===== src/rtl/dram_arbiter_pkg.sv =====
// Shared SoC bus constants: arbiter ownership encodings and default fairness bounds.
// Future bus masters and the peripheral decoder import this package too.
package dram_arbiter_pkg;

  typedef enum logic {
    ARB_OWN_CPU = 1'b0,
    ARB_OWN_DMA = 1'b1
  } arb_state_t;

  localparam int DEF_MAX_WAIT  = 4;
  localparam int DEF_MAX_BURST = 8;

endpackage


===== src/rtl/dram_arbiter.sv =====
// CPU/DMA arbiter for the single-port data_ram; zero-latency grant from registered state.
// Losing master simply sees no grant (m0_stall for the CPU); DMA starvation bounded by MAX_WAIT, bursts by MAX_BURST.
module dram_arbiter
  import dram_arbiter_pkg::*;
#(
  parameter int AW        = 32,
  parameter int DW        = 32,
  parameter int MAX_WAIT  = DEF_MAX_WAIT,
  parameter int MAX_BURST = DEF_MAX_BURST
) (
  input  logic          clk,
  input  logic          reset,
  input  logic          m0_req,
  input  logic          m0_we,
  input  logic [AW-1:0] m0_addr,
  input  logic [DW-1:0] m0_wdata,
  output logic          m0_gnt,
  output logic          m0_stall,
  output logic [DW-1:0] m0_rdata,
  input  logic          m1_req,
  input  logic          m1_we,
  input  logic          m1_lock,
  input  logic [AW-1:0] m1_addr,
  input  logic [DW-1:0] m1_wdata,
  output logic          m1_gnt,
  output logic [DW-1:0] m1_rdata,
  output logic [AW-1:0] ram_addr,
  output logic [DW-1:0] ram_wdata,
  output logic          ram_we,
  input  logic [DW-1:0] ram_rdata
);

  localparam int WW = $clog2(MAX_WAIT + 1);
  localparam int BW = $clog2(MAX_BURST + 1);
  localparam logic [WW-1:0] WAIT_MAX  = WW'(MAX_WAIT);
  localparam logic [WW-1:0] WAIT_ONE  = WW'(1);
  localparam logic [BW-1:0] BURST_MAX = BW'(MAX_BURST);
  localparam logic [BW-1:0] BEAT_ONE  = BW'(1);

  arb_state_t    state;
  logic [WW-1:0] wait_cnt;
  logic [BW-1:0] beat_cnt;
  logic          gnt0;
  logic          gnt1;

  always_comb begin
    gnt0 = 1'b0;
    gnt1 = 1'b0;
    if (!reset) begin
      if (state == ARB_OWN_DMA) begin
        // An idle DMA releases the lock immediately so the CPU loses no cycle.
        gnt1 = m1_req;
        gnt0 = m0_req & ~m1_req;
      end else begin
        gnt1 = m1_req & (~m0_req | (wait_cnt == WAIT_MAX));
        gnt0 = m0_req & ~gnt1;
      end
    end
  end

  always_ff @(posedge clk) begin
    if (reset) begin
      state    <= ARB_OWN_CPU;
      wait_cnt <= '0;
      beat_cnt <= '0;
    end else begin
      case (state)
        ARB_OWN_CPU: begin
          if (gnt1) begin
            wait_cnt <= '0;
            if (m1_lock && (MAX_BURST > 1)) begin
              state    <= ARB_OWN_DMA;
              beat_cnt <= BEAT_ONE;
            end
          end else if (m1_req) begin
            wait_cnt <= wait_cnt + WAIT_ONE;
          end else begin
            wait_cnt <= '0;
          end
        end
        ARB_OWN_DMA: begin
          wait_cnt <= '0;
          // Stay only while the DMA keeps a locked burst going and has beats left.
          if (m1_req && m1_lock && ((beat_cnt + BEAT_ONE) != BURST_MAX)) begin
            beat_cnt <= beat_cnt + BEAT_ONE;
          end else begin
            state    <= ARB_OWN_CPU;
            beat_cnt <= '0;
          end
        end
        default: begin
          state    <= ARB_OWN_CPU;
          wait_cnt <= '0;
          beat_cnt <= '0;
        end
      endcase
    end
  end

  assign m0_gnt   = gnt0;
  assign m1_gnt   = gnt1;
  assign m0_stall = ~reset & m0_req & ~gnt0;
  assign m0_rdata = ram_rdata;
  assign m1_rdata = ram_rdata;

  always_comb begin
    ram_addr  = '0;
    ram_wdata = '0;
    ram_we    = 1'b0;
    if (gnt0) begin
      ram_addr  = m0_addr;
      ram_wdata = m0_wdata;
      ram_we    = m0_we;
    end else if (gnt1) begin
      ram_addr  = m1_addr;
      ram_wdata = m1_wdata;
      ram_we    = m1_we;
    end
  end

endmodule


===== config.mk =====
export PLATFORM = sky130hd
export DESIGN_NAME = dram_arbiter
export DESIGN_NICKNAME = d
export VERILOG_FILES = /design/src/rtl/dram_arbiter_pkg.sv /design/src/rtl/dram_arbiter.sv
export SDC_FILE = /design/constraint.sdc
export NUM_CORES = 1
export LEC_CHECK = 0
export CORE_AREA = 5 5 113 115
export CTS_BUF_LIST = sky130_fd_sc_hd__clkbuf_16
export DETAILED_ROUTE_END_ITERATION = 8
export DIE_AREA = 0 0 118 120
export HOLD_SLACK_MARGIN = 0.1
export SYNTH_ARGS = -nofsm -noshare
export SYNTH_HDL_FRONTEND = slang
export SYNTH_SLANG_ARGS = --single-unit

===== constraint.sdc =====
create_clock -name clk -period 2 [get_ports clk]
set_input_delay 0.2 -clock clk [delete_from_list [all_inputs] [get_ports clk]]
set_output_delay 0.2 -clock clk [all_outputs]
set_load 0.03 [all_outputs]

==> results.md <==
* Status: finished, final reports clean
* First-pass GRT wire length at between 10000 and 15000 µm
* Clk pwr share at roughly 23%
* Vias per cell at around 4.3
* Total power at 1470 µW
* CTS Hold Buffers Added at 0
* GPL Wtd Cong at 0.788
* Post-Syn Nets at roughly 370
* All-Layer GR Usage at roughly 12%
* Max Root-Sink Buffers at 2
* I/O Pins at approximately 300
* Initial antenna violation count at 0
* DR vias at ~2200
* Critical path's most frequent cell: nand2_2
* Min Hold Slack at 0.400 ns
* P_int at 983 µW
* Vias in the first global route at ~2200
* Slew margin rel. at around four fifths
* H-tree depth at 1
* Synthesized instance count at 200
* DIE AREA at between 10000 and 15000 µm²
* Hold_sp: ram_rdata[25]
* Core ar. at around 12000 µm²
* Final nets at 524
* Post-Syn Area at about 1700 µm²
* Cell Rows at 40
* Fill cells at around 1200
* Hold Path Class: input port to output pin
* Worst path slowest cell: dfxtp_2
* DRC Markers at 0
* Synth area leader: a22o_1
* Fin. max-slew vios at 0
* GRT overflow at 0
* Syn Area/Cell at 8.35 µm²
* CTS tree: built
* CP max stage delay at 0.31 ns
* PD cells at ~370 nW/µm²
* Post-route ant nets at 0
* Post-synth EDFFs at 0
* Clock skew at between 0.003 and 0.004 ns
* RR Startpoint: beat_cnt[0]
* Synth Warn # at 0
* Starting Density at 14.3%
* Worst setup SP type: register
* Final HPWL DP at 7690 µm
* Top_reg_cell synth: dfxtp_1
* Origin of the worst setup path: wait_cnt[1]
* Clk slew on worst S/H paths at 0.04 ns
* Syn-to-layout area delta at 137%
* Clk Latency, worst-skew pair at around 0.23 ns
* Register area share after synthesis at 9.59%
* CP Cell Sequence: inv_1 -> ha_4 -> nand2_2 -> nand2_2 -> a21oi_4 -> buf_6 -> buf_8 -> clkbuf_16 -> a22o_4 -> buf_12
* Final Hold Viols at 0
* Crit Path Class: register to output pin
* Period Utilization, post-route at a little under 100%
* Die width at between 100 and 150 µm
* Crit end category: output pin
* Gate power share at between 60% and 70%
* Max Fclk at just over 500 MHz
* Sequential share of power at roughly 12%
* DR iter-0 viols at 60
* Leak at about 0.0017 µW
* RSZ-0062 raised after global routing: true
* Crit path required time at ~1.8 ns
* Final WL at 10400 µm
* Crit path max fanout at 6
* Synthesized flop and latch total at 8
* Critical path data arrival time at around 1.8 ns
* Asr flop ratio synth at 0%
* CTS Buf Count at 3
* Most common cell in the netlist: a22o_1
* Net Sw Power at a little under 500 µW
* Largest net degree at the start of global routing at 34
* Final setup vio count at 0
* Distinct cells, synth at 30
* Die H at 120 µm
* Synth top area share at between 30% and 40%
* Root cell of the clock tree: clkbuf_16
* # port buffers at a little over 200
* WL/cell at around 21 µm
* Pre-antenna DRT Iters at 4
* Commonest cells in the netlist: a22o_1, buf_4, buf_6, dfxtp_1
* Main area contributors after synthesis: a22o_1, buf_4, dfxtp_1, buf_6, ha_1
* Antenna diodes at 0
* Layout cells sized above 1 at between 30% and 40%
* Slew @ Worst Pin at approximately 0.27 ns
* Final min period at 1.99 ns
* Worst VDD drop at 357 µV
* Max-Cap Viols at 0
* TritonCTS Sinks at 8
* Net Sw Frac at ~33%
-- through the flow --
stage | std cells | cell area, µm² | setup TNS [ns] | utilization (%) | worst slack [ns]
after CTS | 493 | 3760 | -0.00693 | 32.1 | -0.00432
after detailed placement | 478 | 3340 | 0 | 28.6 | 0.0983
after global placement | 478 | 3340 | 0 | 28.6 | 0.102
after floorplan | 200 | 1670 | 0 | - | 0.293
final | 498 | 3970 | 0 | 33.9 | 0.0142
after global routing | 498 | 3970 | -2.61 | 33.9 | -0.0811
-- routing by layer --
layer  share of wire (%)  vias to the layer above  track usage (%)
li1                    -                      996                -
met1                  43                      963             15.8
met2                  44                      202             18.9
met3                  13                        0             6.88
met4                   0                        0             1.58
met5                   0                        -                0
-- critical path, delay by kind of cell, from the launching register on --
| family | cells | cell delay (ns) |
|---|---|---|
| buffers and inverters | 5 | 0.62 |
| AOI/OAI and AO/OA | 2 | 0.33 |
| DFF | 1 | 0.31 |
| and+or+nand+nor | 2 | 0.15 |
| adders and majority gates | 1 | 0.14 |
-- area by class of cell --
class	instances	area, µm²	share of cell area, %
Sequential cell	8	163	4.10
Tap cell	147	184	4.64
Inverter	4	15.0	0.379
Timing Repair Buffer	226	2540	64.1
Clock buffer	3	75.1	1.89
Multi-Input combinational cell	110	987	24.9
-- power groups by stage --
stage | sequential, µW | combinational (µW) | clock, µW
6_report | 169 | 966 | 334
2_1_floorplan | 170 | 573 | 0
3_5_place_dp | 171 | 823 | 0
3_3_place_gp | 170 | 822 | 0
4_1_cts | 169 | 917 | 338
5_1_grt | 169 | 1010 | 346
-- timing repair --
| action | in CTS | in global routing |
|---|---|---|
| cloned | 3 | 6 |
| setup endpoints to repair | 65 | 64 |
| setup buffers | 9 | 1 |
| resized for setup | 38 | 31 |
| pin swaps | 9 | 47 |
-- flip-flops by register name, summed over array words and instances (netlist names) --
register,flops
state,1
wait_cnt,3
beat_cnt,4
-- cell families after synthesis --
family          after synthesis  synth area share (%)
simple gates                 27                  9.81
fa+ha+maj                     4                  3.00
buf+inv                      82                  37.4
flops                         8                  9.59
xor+xnor                      1                 0.524
compound gates               78                  39.7
-- worst paths after layout --
| kind | endpoint | slack (ns) | cells after the start |
|---|---|---|---|
| max reg2reg | beat_cnt[3] | 0.44 | 5 |
| min | m0_rdata[25] | 0.40 | 0 |
| min reg2reg | wait_cnt[0] | 0.51 | 2 |
| max | ram_wdata[17] | 0.01 | 10 |
-- placed cells by master, fill, tap and decap left out --
master / instances
o32ai_1: 1
a21oi_1: 1
nor2b_4: 1
nand2b_1: 3
and3_1: 2
a31oi_1: 4
a21bo_2: 1
a21oi_4: 1
nand3_1: 5
nor2_1: 5
buf_16: 2
clkdlybuf4s50_1: 134
nand2_1: 2
nor2_4: 1
inv_1: 2
a22o_1: 58
ha_4: 1
ha_1: 3
clkbuf_16: 7
nand2_2: 2
o21ai_0: 1
dfxtp_2: 2
buf_4: 19
buf_12: 16
dfxtp_1: 6
and2b_1: 1
o22ai_1: 1
buf_6: 49
or2_2: 1
a22o_4: 9
xnor2_1: 1
buf_8: 2
nand4b_1: 2
inv_2: 2
nor2b_1: 1
o31ai_1: 1
and4_1: 1
(Power assumes the default switching activity.)
